<file path="config.mk">
export PLATFORM = sky130hd
export DESIGN_NAME = ssd_scan_driver_flat
export DESIGN_NICKNAME = d
export VERILOG_FILES = /design/src/rtl/ssd_scan_if.sv /design/src/rtl/ssd_scan_driver.sv /design/src/flat_wrapper.sv
export SDC_FILE = /design/constraint.sdc
export NUM_CORES = 1
export LEC_CHECK = 0
export ABC_AREA = 1
export BUFFER_PORTS_ARGS = -buffer_cell sky130_fd_sc_hd__buf_2
export CAP_MARGIN = 10
export CORE_ASPECT_RATIO = 1.5
export CORE_MARGIN = 2
export CORE_UTILIZATION = 46
export CTS_CLUSTER_SIZE = 28
export DETAILED_ROUTE_END_ITERATION = 6
export PLACE_DENSITY = 0.64
export SYNTH_ARGS = -nofsm -noshare
export SYNTH_HDL_FRONTEND = slang
export SYNTH_SLANG_ARGS = --single-unit
</file>
<file path="constraint.sdc">
create_clock -name clk_i -period 4.9 [get_ports clk_i]
set_input_delay 0.49 -clock clk_i [delete_from_list [all_inputs] [get_ports clk_i]]
set_output_delay 0.49 -clock clk_i [all_outputs]
set_load 0.05 [all_outputs]
</file>
<file path="src/rtl/ssd_scan_if.sv">
// Digit inputs and display pin outputs of the seven-segment scan driver.
// master = score source (drives digits), slave = scan driver (drives pins).
interface ssd_scan_if;
  logic       digit0_en_i;
  logic [3:0] digit0_i;
  logic       digit1_en_i;
  logic [3:0] digit1_i;
  logic       digit2_en_i;
  logic [3:0] digit2_i;
  logic       digit3_en_i;
  logic [3:0] digit3_i;
  logic [3:0] anode_o;
  logic [6:0] segments_o;

  modport master (
    output digit0_en_i, digit0_i, digit1_en_i, digit1_i,
           digit2_en_i, digit2_i, digit3_en_i, digit3_i,
    input  anode_o, segments_o
  );

  modport slave (
    input  digit0_en_i, digit0_i, digit1_en_i, digit1_i,
           digit2_en_i, digit2_i, digit3_en_i, digit3_i,
    output anode_o, segments_o
  );
endinterface

</file>
<file path="src/rtl/ssd_scan_driver.sv">
// Time-multiplexed 4-digit seven-segment driver with once-per-scan input snapshot.
// Optional leading-zero blanking: define SSD_LEADING_ZERO_BLANK_EN.
module ssd_scan_driver #(
  parameter int CountWidth  = 15,
  parameter int GhostCycles = 64
) (
  input logic        clk_i,
  input logic        rst_i,
  ssd_scan_if.slave  bus
);

  localparam logic [CountWidth-1:0] GhostLim = CountWidth'(GhostCycles);

  logic [CountWidth-1:0] count_q;
  logic [1:0]            sel_q;
  logic [3:0][3:0]       shadow_dig_q;
  logic [3:0]            shadow_en_q;
  logic [3:0]            anode_q;
  logic [6:0]            segments_q;

  logic [3:0][3:0] digit_in;
  logic [3:0]      en_in;
  logic [3:0]      blank;
  logic            wrap;
  logic            drive;

  function automatic logic [6:0] hex_to_seg(input logic [3:0] v);
    case (v)
      4'h0:    return 7'b1000000;
      4'h1:    return 7'b1111001;
      4'h2:    return 7'b0100100;
      4'h3:    return 7'b0110000;
      4'h4:    return 7'b0011001;
      4'h5:    return 7'b0010010;
      4'h6:    return 7'b0000010;
      4'h7:    return 7'b1111000;
      4'h8:    return 7'b0000000;
      4'h9:    return 7'b0010000;
      4'hA:    return 7'b0001000;
      4'hB:    return 7'b0000011;
      4'hC:    return 7'b1000110;
      4'hD:    return 7'b0100001;
      4'hE:    return 7'b0000110;
      default: return 7'b0001110;
    endcase
  endfunction

  assign digit_in = {bus.digit3_i, bus.digit2_i, bus.digit1_i, bus.digit0_i};
  assign en_in    = {bus.digit3_en_i, bus.digit2_en_i, bus.digit1_en_i, bus.digit0_en_i};
  assign wrap     = &count_q;

`ifdef SSD_LEADING_ZERO_BLANK_EN
  // A zero stays blank only while every more significant digit is blank or disabled.
  always_comb begin
    blank    = '0;
    blank[3] = (shadow_dig_q[3] == 4'h0);
    blank[2] = (blank[3] || !shadow_en_q[3]) && (shadow_dig_q[2] == 4'h0);
    blank[1] = (blank[2] || !shadow_en_q[2]) && (shadow_dig_q[1] == 4'h0);
  end
`else
  assign blank = '0;
`endif

  // Ghost window at the start of each dwell lets the previous digit's pin discharge.
  assign drive = (count_q >= GhostLim) && shadow_en_q[sel_q] && !blank[sel_q];

  always_ff @(posedge clk_i) begin
    if (rst_i) begin
      count_q      <= '0;
      sel_q        <= 2'd0;
      shadow_dig_q <= '0;
      shadow_en_q  <= '0;
      anode_q      <= 4'hF;
      segments_q   <= 7'h7F;
    end else begin
      count_q <= count_q + 1'b1;
      if (wrap) begin
        sel_q <= sel_q + 2'd1;
      end
      // Snapshot only on the 3->0 boundary so a scan never mixes old and new digits.
      if (wrap && sel_q == 2'd3) begin
        shadow_dig_q <= digit_in;
        shadow_en_q  <= en_in;
      end
      anode_q    <= drive ? ~(4'b0001 << sel_q) : 4'hF;
      segments_q <= drive ? hex_to_seg(shadow_dig_q[sel_q]) : 7'h7F;
    end
  end

  assign bus.anode_o    = anode_q;
  assign bus.segments_o = segments_q;

endmodule

</file>
<file path="src/flat_wrapper.sv">
// flat-port wrapper written by rule: the top's interface ports become plain ports
module ssd_scan_driver_flat 
#(
  parameter int CountWidth  = 15,
  parameter int GhostCycles = 64
)
  (clk_i, rst_i, bus_digit0_en_i, bus_digit0_i, bus_digit1_en_i, bus_digit1_i, bus_digit2_en_i, bus_digit2_i, bus_digit3_en_i, bus_digit3_i, bus_anode_o, bus_segments_o);
  ssd_scan_if bus_i ();
  input logic clk_i;
  input logic rst_i;
  input wire logic [$bits(bus_i.digit0_en_i)-1:0] bus_digit0_en_i;
  input wire logic [$bits(bus_i.digit0_i)-1:0] bus_digit0_i;
  input wire logic [$bits(bus_i.digit1_en_i)-1:0] bus_digit1_en_i;
  input wire logic [$bits(bus_i.digit1_i)-1:0] bus_digit1_i;
  input wire logic [$bits(bus_i.digit2_en_i)-1:0] bus_digit2_en_i;
  input wire logic [$bits(bus_i.digit2_i)-1:0] bus_digit2_i;
  input wire logic [$bits(bus_i.digit3_en_i)-1:0] bus_digit3_en_i;
  input wire logic [$bits(bus_i.digit3_i)-1:0] bus_digit3_i;
  output wire logic [$bits(bus_i.anode_o)-1:0] bus_anode_o;
  output wire logic [$bits(bus_i.segments_o)-1:0] bus_segments_o;
  assign bus_i.digit0_en_i = bus_digit0_en_i;
  assign bus_i.digit0_i = bus_digit0_i;
  assign bus_i.digit1_en_i = bus_digit1_en_i;
  assign bus_i.digit1_i = bus_digit1_i;
  assign bus_i.digit2_en_i = bus_digit2_en_i;
  assign bus_i.digit2_i = bus_digit2_i;
  assign bus_i.digit3_en_i = bus_digit3_en_i;
  assign bus_i.digit3_i = bus_digit3_i;
  assign bus_anode_o = bus_i.anode_o;
  assign bus_segments_o = bus_i.segments_o;
  ssd_scan_driver #(.CountWidth(CountWidth), .GhostCycles(GhostCycles)) u_core (.clk_i(clk_i), .rst_i(rst_i), .bus(bus_i));
endmodule
</file>
# Word-level counts from Yosys, hierarchy flattened
# Memory sizes are Yosys's and may differ from the RTL's. A register that Yosys moved wholly into a read port is not among the register bits.
# Index checks and enable logic that the tools add are counted.
totals:
  ff_bits: 41
  wordCells: 29
  memories: 1
  out_inout_bits: 11
  rom_bits: 112
  inputBits: 22
classes:
  n_bitwise: 2
  n_eq_ne: 1
  shift: 1
  muxes: 6
  add_sub_neg: 2
  order_cmp: 2
  reduce_logical: 6
mem_list:
  columns: ["memory", "depth", "width", "rd", "rd_clocked_by_memory_dff", "wr", "line_no", "source"]
  rows:
  - ["(name not given)", 16, 7, 1, 1, 0, "ssd_scan_driver.sv:28", "case (v)"]
ops:
  columns: ["operator", "count"]
  rows:
  - ["$add A15 B1 Y15 const B", 1]
  - ["$ge A15 B7 Y1 const B", 1]
  - ["$reduce_and A15 Y1", 1]
  - ["$bmux W4 S2", 1]
  - ["$bmux W1 S2", 2]
  - ["$mux W4", 1]
  - ["$not A4 Y4", 1]
  - ["$shl A1 B2 Y4 const A", 1]
  - ["$logic_and A1 B1 Y1", 3]
  - ["$lt A2 B3 Y1 const B", 1]
  - ["$add A2 B1 Y2 const B", 1]
  - ["$eq A2 B2 Y1 const B", 1]
  - ["$mux W1", 2]
  - ["$reduce_or A2 Y1", 1]
  - ["$logic_not A1 Y1", 1]
  - ["$not A1 Y1", 1]

# Depth between registers and ports, before layout
# Gate-level depths: netlist of run 1.
logic_depth:
  word_depth: 6
  mapped_depth: 11
  ltp_nobuf: 10

# Worst setup path before layout of run 1
# Ideal clock, no wire load.
synth_path:
  path_kind: "reg-to-reg"
  from: "register u_core.sel_q[0]"
  to: "register u_core.segments_q[0], in the netlist u_core.bus.segments_o[0]"
  setup_time_ns: 0.118
  synth_period_minus_slack_ns: 1.571
  t_required_ns: 4.782
  path_stages_with_launch: 12
  arrival_time_ns: 1.453
  path_slack_ns: 3.329
  n_path_buf: 1
  path_cell_list: "dfxtp_1 -> inv_1 -> buf_4 -> nand2_1 -> nand3_1 -> nand2_1 -> inv_1 -> ha_1 -> nand3_1 -> nor2_1 -> nor2_1 -> nand2_1"
synth_between:
  elab_chain_cells: 6
  word_cells_on_any_way: 11
  classes_between: "mux (6); bitwise (1); reduce/logical (4)"
synth_lines:
  columns: ["item", "line_no", "source"]
  rows:
  - ["start: declaration", "ssd_scan_driver.sv:15", "logic [1:0] sel_q;"]
  - ["start signal: assignment", "ssd_scan_driver.sv:78", "sel_q <= sel_q + 2'd1;"]
  - ["$bmux W1 S2", "ssd_scan_driver.sv:65", "assign drive = (count_q >= GhostLim) && shadow_en_q[sel_q] && !blank[sel_q];"]
  - ["$mux W1 (implied by the code)", "ssd_scan_driver.sv:65", null]
  - ["$logic_and A1 B1 Y1 / $logic_not A1 Y1 (equally long branches)", "ssd_scan_driver.sv:65", null]
  - ["$logic_and A1 B1 Y1", "ssd_scan_driver.sv:65", null]
  - ["$not A1 Y1 (no line)", null, null]
  - ["$reduce_or A2 Y1 (no line)", null, null]
  - ["end: declaration", "ssd_scan_driver.sv:19", "logic [6:0] segments_q;"]
# Parallel ways exist; a longest one is shown, timed or not. The select of a mux whose other input is x is not followed.
# A chain may end at the register's enable or synchronous reset.

# Worst setup path in the final report of run 1
layout_path:
  from: "register u_core.sel_q[0]"
  to: "register u_core.shadow_en_q[3]"
layout_between:
  elab_chain_cells: 2
layout_lines:
  columns: ["item", "line_no", "source"]
  rows:
  - ["$eq A2 B2 Y1", "ssd_scan_driver.sv:81", "if (wrap && sel_q == 2'd3) begin"]
  - ["$logic_and A1 B1 Y1", "ssd_scan_driver.sv:81", null]
  - ["end signal: assignment", "ssd_scan_driver.sv:83", "shadow_en_q <= en_in;"]
  - ["end: declaration", "ssd_scan_driver.sv:17", "logic [3:0] shadow_en_q;"]
# No other way between the ends.

==> results of run 1 <==
==> worst min-delay path, stage by stage <==
cell and delay, ns:
buf_2 0.10, nand3_1 0.07, a21oi_1 0.06
==> flip-flops by register name, summed over array words and instances (netlist names) <==
name / cells
u_core.bus.anode_o: 4
u_core.shadow_dig_q: 16
u_core.count_q: 15
u_core.shadow_en_q: 4
u_core.bus.segments_o: 7
u_core.sel_q: 2
==> report_power, final <==
part,switching (mW),internal (mW)
Sequential,0.00163,0.392
Combinational,0.0101,0.00832
Clock,0.123,0.126
Total,0.135,0.526
==> cells in the final DEF (no fill, tap or decap) <==
| cell | Yosys | layout |
|---|---|---|
| nand4_1 | 2 | 2 |
| dfxtp_1 | 48 | 48 |
| xor2_1 | 1 | 1 |
| a21oi_1 | 28 | 28 |
| nor3_1 | 2 | 2 |
| nand3_1 | 53 | 53 |
| nand2_1 | 98 | 98 |
| clkbuf_8 | 0 | 7 |
| o21ai_1 | 1 | 1 |
| buf_2 | 2 | 32 |
| inv_2 | 2 | 2 |
| nor2_4 | 3 | 3 |
| a211oi_1 | 1 | 1 |
| o21bai_1 | 1 | 1 |
| inv_1 | 31 | 31 |
| nand2_2 | 5 | 5 |
| ha_1 | 12 | 12 |
| o21ai_0 | 4 | 4 |
| nor2_1 | 28 | 28 |
| o21a_1 | 1 | 1 |
| nand3_2 | 2 | 2 |
| nor2_2 | 1 | 1 |
==> layer usage <==
layer  GRT usage (%)  up-vias  wire [um]
li1                -     1121          -
met1           19.03      952       1873
met2           34.50       31       2583
met3           4.172        7        168
met4           7.037        0         97
met5               0        -          0
==> cell type report <==
class | instances | area, um2
sequential | 48 | 960.9
clock buffer | 7 | 96.34
multi-input combinational | 243 | 1199
tap | 68 | 85.08
inverter | 33 | 123.9
fill | 526 | 2420
timing repair buffer | 32 | 160.2
==> final timing paths <==
kind                       endpoint  cells after the start                   from
max           u_core.shadow_en_q[3]                      4        u_core.sel_q[0]
min          u_core.shadow_dig_q[8]                      3        bus_digit2_i[0]
max reg2reg   u_core.shadow_en_q[3]                      4        u_core.sel_q[0]
min reg2reg   u_core.shadow_en_q[0]                      2  u_core.shadow_en_q[0]
==> cells by family (layout without fill, tap and decap cells) <==
| group | Yosys count | after routing |
|---|---|---|
| AO/OA/AOI/OAI | 36 | 36 |
| flip-flops | 48 | 48 |
| AND/OR/NAND/NOR | 194 | 194 |
| XOR/XNOR | 1 | 1 |
| buffers and inverters | 44 | 72 |
| adder cells (fa/ha/maj) | 12 | 12 |
==> stage by stage <==
step	cells	cell area (um2)	hold WS, ns
final	431	2625	0.4553
after global routing	431	2625	0.4562
after CTS	431	2625	0.4545
after detailed placement	424	2529	0.4524
after global placement	424	2529	0.4447
after floorplan	335	2365	0.4300
==> metrics, run 1 <==
status=complete, no violations; Setup violations, final=0; CTS tree=done; Clk Latency, worst-skew pair=0.30 ns; initial drt markers=63; post-synthesis mux area share=0%; setup TNS=0 ns; max_cap viols=0; largest family of logic cells by synthesized area=simple AND/OR/NAND/NOR gates; Avg Inst Size Synth=7.059 um2; skew final=0.008635 ns; GPL Wtd Cong=0.8199; nets=397; Final Hold Fails=0; Startpoint Class=flip-flop; Synth warnings=0; largest net degree at the start of global routing=32; crit path time final=2.550 ns; PD cells=251.5 nW/um2; dpl ws=2.322 ns; Final Slew Violations=0; cell with the most instances after synthesis=nand2_1; worst hold-check path type=primary input to flip-flop; Area Growth Syn to Fin=11.01%; DRC=0; Synth Area in Simple Gates=36.03%; Sink Count=48; setup ws final=2.350 ns; cts bufs inserted=5; Vias per Instance=4.898; Syn Std Cell Area=2365 um2; post-synthesis xor/xnor area fraction=0.3704%; Buf/Inv on CP=0; clk slew on worst S/H paths=0.09 ns; Leak Pwr=1.053 nW; Synth area leader=dfxtp_1; CP delay by family, top=simple AND/OR/NAND/NOR gates; Max Clk Rate=392.2 MHz; via count=2,111; htree depth=2; Die Y=91.82 um; Seq/Total Area, Yosys=40.63%; Worst Tran Pin Value=0.7698 ns; #FFs+latches synth=48; starting density of the core=46.88%; crit path DAT=2.71 ns; count of cell types in the netlist=24; Post-synth top flop=dfxtp_1; FFs w/ async S/R, synth=0%; row count=32; Critical Path Fanout Max=22; number of global-route vias before repair=1,911; crit path kind=flip-flop to flip-flop; crit path capture type=flip-flop; IO Pins=33; Crit path required time=5.06 ns; r2r setup slk=2.35 ns; Power Total=0.6603 mW; ANT cells=0; Detailed Routing Iterations Pass 1=4; first-pass GRT wire length=8335 um; total track usage=18.18%; final wirelength=4723 um; DRT antenna net count=0; Max Root-Sink Buffers=2; CTS resizes=0; fin crit share=52.04%; Max VDD drop=0.0001966 V; largest stage delay on the critical path=0.75 ns; total gr overflow=0; Post-CTS Setup Bufs=0; most frequent cells after synthesis=98 x nand2_1, 53 x nand3_1, 48 x dfxtp_1, 31 x inv_1; Die Area=5742 um2; worst path cell trace=ha_1 > nand3_1 > nand2_1 > a21oi_1; top post-synthesis cells by area=dfxtp_1 41%, nand2_1 16%, nand3_1 11%; Die X-Extent=62.54 um; top-area cell type share of the netlist area=40.63%; cts-stage hold buffer count=0; Final Core Density=52.03%; CP max stage cell=ha_1; core area=5045 um2; RSZ-0062 raised after global routing=false; routed length per instance=10.96 um; slew margin rel.=48.68%; Detailed Place HPWL=3525 um; Post-synth EDFFs=0; initial antenna violation count=0; Buffers on Ports=32; post-synthesis cell count=335; Compound-Gate Fraction of Synth Area=7.937%; post-synthesis adder-cell area fraction=6.349%; layout cells sized above 1=14.33%; syn nets=369; clk root buf=clkbuf_8
Power figures use the tool's default switching activity.
==> inputs of run 2 (changes only) <==
--- a/config.mk
+++ b/config.mk
@@ -5,7 +5,7 @@
 export SDC_FILE = /design/constraint.sdc
 export NUM_CORES = 1
 export LEC_CHECK = 0
-export ABC_AREA = 1
+export ABC_AREA = 0
 export BUFFER_PORTS_ARGS = -buffer_cell sky130_fd_sc_hd__buf_2
 export CAP_MARGIN = 10
 export CORE_ASPECT_RATIO = 1.5
==> constraint.sdc (replaced) <==
create_clock -name clk_i -period 2.6 [get_ports clk_i]
set_input_delay 0.26 -clock clk_i [delete_from_list [all_inputs] [get_ports clk_i]]
set_output_delay 0.26 -clock clk_i [all_outputs]
set_load 0.05 [all_outputs]
==> run 2 against run 1 <==
  * Clock skew is essentially flat
  * Via count is 9.8% lower
  * Wire length up 3.2%
  * First-iteration DRC count is 3.2% higher
  * Sequential cell count stayed put
  * Critical path depth grew 1
  * Fmax increased by 22%
  * Final cell count fell by 20%
  * Synthesized area grew 3.7%
  * Count of clock-buffer cells in the layout is 1 lower
  * Combinational power rose by 72%
  * Critical path type unchanged
  * Critical endpoint is now u_core.bus.segments_o[1]
  * Largest power group unchanged
==> metrics, run 2 <==
Top reg by flops=u_core.shadow_dig_q; Buffers on Ports=32; Die Area=5940 um2; max FFs per register=16; number of global-route vias before repair=1,924; largest net degree at the start of global routing=39; crit path time final=2.095 ns; Setup violations, final=0; initial drt markers=65; post-synthesis cell count=252; Final Hold Fails=0; most frequent cells after synthesis=48 x dfxtp_1, 25 x a21oi_1, 22 x nand4_1, 18 x o31ai_2, 15 x nor2_1; sequential power share=60.2%; htree depth=2; Detailed Place HPWL=3454 um; clk slew on worst S/H paths=0.09 ns; skew final=0.008591 ns; Sw Share=21.73%; Cells after DPL=336; Post-Layout Cell Count=344; Post-synth EDFFs=0; FFs w/ async S/R, synth=0%; post-synthesis xor/xnor area fraction=5.360%; Post-CTS Setup Bufs=0; Comb power frac=2.6%; post-synthesis adder-cell area fraction=6.126%; Final Slew Violations=0; top post-synthesis cells by area=dfxtp_1 39%, o31ai_2 9.2%, ha_1 6.1%; CTS tree=done; Detailed Routing Iterations Pass 1=4; final instance area=2716 um2; ANT cells=0; Compound-Gate Fraction of Synth Area=19.50%; most frequent cells in the layout=48 x dfxtp_1, 32 x buf_2, 25 x a21oi_1; first-pass GRT wire length=8659 um; Max Clk Rate=477.3 MHz; PD cells=454.7 nW/um2; setup TNS=0 ns; Die X-Extent=63.60 um; Avg Inst Size Synth=9.727 um2; nets=309; routed length per instance=14.17 um; cts bufs inserted=5; crit path capture type=flip-flop; commonest non-fill, non-tap cell in the layout=dfxtp_1; Die Y=93.40 um; DRT antenna net count=0; row count=32; R2R depth=5; top-area cell type share of the netlist area=39.20%; DRC=0; Int Pwr=0.9666 mW; Placed Area=2624 um2; via count=1,904; largest family of logic cells by synthesized area=compound AO/OA/AOI/OAI gates; status=complete, no violations; Clk Latency, worst-skew pair=0.30 ns; total gr overflow=0; slew margin rel.=39.64%; Synth Area in Simple Gates=17.97%; count of cell types in the netlist=38; core area=5125 um2; Crit path required time=2.77 ns; total track usage=18.13%; starting density of the core=47.83%; Hold Path Depth=3; IO Pins=33; clk root buf=clkbuf_8; worst hold-check path type=primary input to flip-flop; initial antenna violation count=0; Synth area leader=dfxtp_1; Vias per Instance=5.535; Max Root-Sink Buffers=2; final wirelength=4876 um; Final Core Density=53.00%; Seq/Total Area, Yosys=39.20%; GPL Wtd Cong=0.7963; setup ws final=0.5049 ns; syn nets=286; crit path DAT=2.27 ns; fin crit share=80.58%; RSZ-0062 raised after global routing=false; Area Growth Syn to Fin=10.82%; Synth warnings=0; crit path kind=flip-flop to flip-flop; CTS resizes=0; cell with the most instances after synthesis=dfxtp_1; Post-synth top flop=dfxtp_1; clock group share of total power=37.3%; Critical Path Fanout Max=9; Leak Pwr=0.8844 nW; Startpoint Class=flip-flop; Sink Count=48; Max VDD drop=0.0003387 V; Syn Std Cell Area=2451 um2; layout cells sized above 1=27.54%; #FFs+latches synth=48; P_sw=0.2684 mW; Worst Tran Pin Value=0.9044 ns; dpl ws=0.5001 ns; cts-stage hold buffer count=0; max_cap viols=0; post-synthesis mux area share=6.126%
run 2: cell types whose count changed after synthesis, moves of 13 or more:
cell,previous run,this run
inv_1,31,10
nand2_1,98,12
nand3_1,53,6
nand4_1,2,22
nor2_1,28,15
o31ai_2,0,18
run 2: cells by family after synthesis:
family                   Yosys count
multiplexers                       7
flip-flops                        48
buffers and inverters             30
AO/OA/AOI/OAI                     61
AND/OR/NAND/NOR                   79
XOR/XNOR                          15
adder cells (fa/ha/maj)           12
run 2: per-layer routing:
layer / track usage, % / part of all wire [%]
met3: 3.730 / 3.2
met4: 4.891 / 1.3
met5: 0 / 0
met2: 34.21 / 54
met1: 20.29 / 41
run 2: cell type report:
cell class	instances	area [um2]
fill	520	2409
clock buffer	6	82.58
clock inverter	2	10.01
tap	68	85.08
inverter	10	37.54
sequential	48	960.9
timing repair buffer	36	190.2
multi-input combinational	174	1350
run 2: per-stage QoR:
stage / hold WS [ns] / total power [mW]
final: 0.1994 / 1.235
after global routing: 0.1999 / 1.293
after CTS: 0.2030 / 1.244
after detailed placement: 0.4631 / 0.7923
after global placement: 0.4554 / 0.7919
after floorplan: 0.4100 / 0.7735
run 2: final timing paths:
path / from / slack, ns / to
worst max register to register: u_core.sel_q[0] / 0.50 / u_core.bus.segments_o[1]
worst max-delay path: u_core.sel_q[0] / 0.50 / u_core.bus.segments_o[1]
worst min register to register: u_core.shadow_en_q[1] / 0.47 / u_core.shadow_en_q[1]
worst min-delay path: bus_digit1_i[2] / 0.20 / u_core.shadow_dig_q[6]
run 2: worst max-delay path, cell delays in order, from the launching register on:
cell and delay (ns):
dfxtp_1 0.61, mux4_2 0.63, inv_1 0.16, ha_1 0.27, o211ai_1 0.19, o211ai_1 0.11
run 2: power groups by stage:
stage	combinational (mW)	sequential, mW	clock, mW
3_5_place_dp	0.0321	0.760	0
4_1_cts	0.0326	0.743	0.468
2_1_floorplan	0.0142	0.759	0
3_3_place_gp	0.0319	0.760	0
6_report	0.0317	0.743	0.460
5_1_grt	0.0363	0.744	0.512
==> inputs of run 3 (changes only) <==
==> constraint.sdc (replaced) <==
create_clock -name clk_i -period 2.2 [get_ports clk_i]
set_input_delay 0.22 -clock clk_i [delete_from_list [all_inputs] [get_ports clk_i]]
set_output_delay 0.22 -clock clk_i [all_outputs]
set_load 0.05 [all_outputs]
==> run 3 against run 2 <==
  * Clock power rose by 17%
  * Fmax rose by 6.2%
  * Non-clock buffer count rose by 4
  * Core utilization rose by 0.59 points
  * Register-to-register slack got worse by 0.28 ns
  * Largest cell class unchanged
  * Die area did not move
  * Critical path type unchanged
  * Sequential cell count did not move
  * Combinational power rose by 24%
==> metrics, run 3 (synthesis results as in run 2) <==
status=complete, no violations; core area=5125 um2; IO Pins=33; largest net degree at the start of global routing=38; Sink Count=48; crit path kind=flip-flop to flip-flop; Area Growth Syn to Fin=12.05%; clk root buf=clkbuf_8; final wirelength=4900 um; most frequent cells in the layout=48 x dfxtp_1, 32 x buf_2, 25 x a21oi_1; Setup violations, final=0; Worst Tran Pin Value=0.9247 ns; layout cells sized above 1=28.57%; cts bufs inserted=5; htree depth=2; nets=313; # fillers=511; row count=32; CTS tree=done; Max Root-Sink Buffers=2; PD cells=529.9 nW/um2; crit path time final=1.972 ns; Detailed Routing Iterations Pass 1=4; Startpoint Class=flip-flop; Leak Pwr=0.9043 nW; CP max stage cell=mux4_2; Die X-Extent=63.60 um; crit-path most repeated cell=o211ai_1; CTS resizes=0; routed length per instance=14.08 um; hold path startpoint=bus_digit1_en_i; crit path capture type=flip-flop; r2r setup slk=0.23 ns; skew final=0.004443 ns; Max Clk Rate=507.0 MHz; Die Y=93.40 um; fin crit share=89.65%; Vias per Instance=5.457; Clk Latency, worst-skew pair=0.30 ns; number of global-route vias before repair=1,888; setup ws final=0.2277 ns; cts-stage hold buffer count=0; slew margin rel.=38.29%; setup TNS=0 ns; Post-CTS Setup Bufs=0; Power Total=1.455 mW; Final Hold Fails=0; total gr overflow=0; Detailed Place HPWL=3521 um; DRT antenna net count=0; Critical Path Fanout Max=7; via count=1,899; worst hold-check path type=primary input to flip-flop; largest stage delay on the critical path=0.62 ns; Crit path required time=2.36 ns; commonest non-fill, non-tap cell in the layout=dfxtp_1; Final Slew Violations=0; max_cap viols=0; crit path DAT=2.13 ns; Die Area=5940 um2; ANT cells=0; dpl ws=0.2305 ns; first-pass GRT wire length=8493 um; Worst Setup SP=u_core.sel_q[0]; clk slew on worst S/H paths=0.08 ns; Buffers on Ports=32; reg2reg start=u_core.sel_q[0]; DRC=0; Max VDD drop=0.0003539 V; starting density of the core=47.83%; total track usage=18.02%; worst path cell trace=mux4_2 > inv_1 > ha_1 > o211ai_1 > o211ai_1; RSZ-0062 raised after global routing=false; max FFs per register=16; initial drt markers=51; GPL Wtd Cong=0.7764; Top reg by flops=u_core.shadow_dig_q; initial antenna violation count=0; Final Core Density=53.59%
run 3: changes by cell type in the layout (fill, tap and decap cells not counted):
| cell | previous run | this run |
|---|---|---|
| buf_4 | 4 | 8 |
run 3: path summary, 6_finish.rpt:
| path | to | depth (start not counted) |
|---|---|---|
| setup reg to reg | u_core.bus.segments_o[1] | 5 |
| hold / removal | u_core.shadow_en_q[1] | 3 |
| setup / recovery | u_core.bus.segments_o[1] | 5 |
| hold reg to reg | u_core.shadow_dig_q[9] | 2 |
run 3: routing by layer:
metal | wire length (um) | track usage, % | part of all wire, % | up-vias
met4 | 78 | 6.703 | 1.6 | 0
met1 | 2016 | 19.95 | 41 | 891
met3 | 138 | 3.851 | 2.8 | 6
met5 | 0 | 0 | 0 | -
li1 | - | - | - | 977
met2 | 2667 | 33.25 | 54 | 25
run 3: critical path: cells and delay by family, from the launching register on:
kind	cells	cell delay (ns)
AO/OA/AOI/OAI	2	0.29
adder cells (fa/ha/maj)	1	0.27
buffers and inverters	1	0.15
flip-flops	1	0.51
multiplexers	1	0.62
run 3: cell type report:
class / instances / area, um2 / area share [%]
flip-flops and latches: 48 / 960.9 / 34.99
well taps: 68 / 85.08 / 3.098
clock inverters: 2 / 10.01 / 0.3645
multi-input cells: 174 / 1350 / 49.16
repair buffers: 40 / 220.2 / 8.018
clock buffers: 6 / 82.58 / 3.007
inverters: 10 / 37.54 / 1.367
run 3: stage by stage:
| stage | hold WS [ns] | instances | cell area (um2) |
|---|---|---|---|
| 2_1_floorplan | 0.3700 | 252 | 2451 |
| 3_3_place_gp | 0.4598 | 340 | 2654 |
| 3_5_place_dp | 0.4630 | 340 | 2654 |
| 4_1_cts | 0.1563 | 348 | 2746 |
| 5_1_grt | 0.1537 | 348 | 2746 |
| 6_report | 0.1650 | 348 | 2746 |
run 3: power breakdown:
group	leakage, nW	total (mW)	switching, mW	internal [mW]
logic	0.466	0.0392	0.0197	0.0195
clock network	0.0510	0.539	0.287	0.251
registers	0.388	0.878	0.00502	0.873
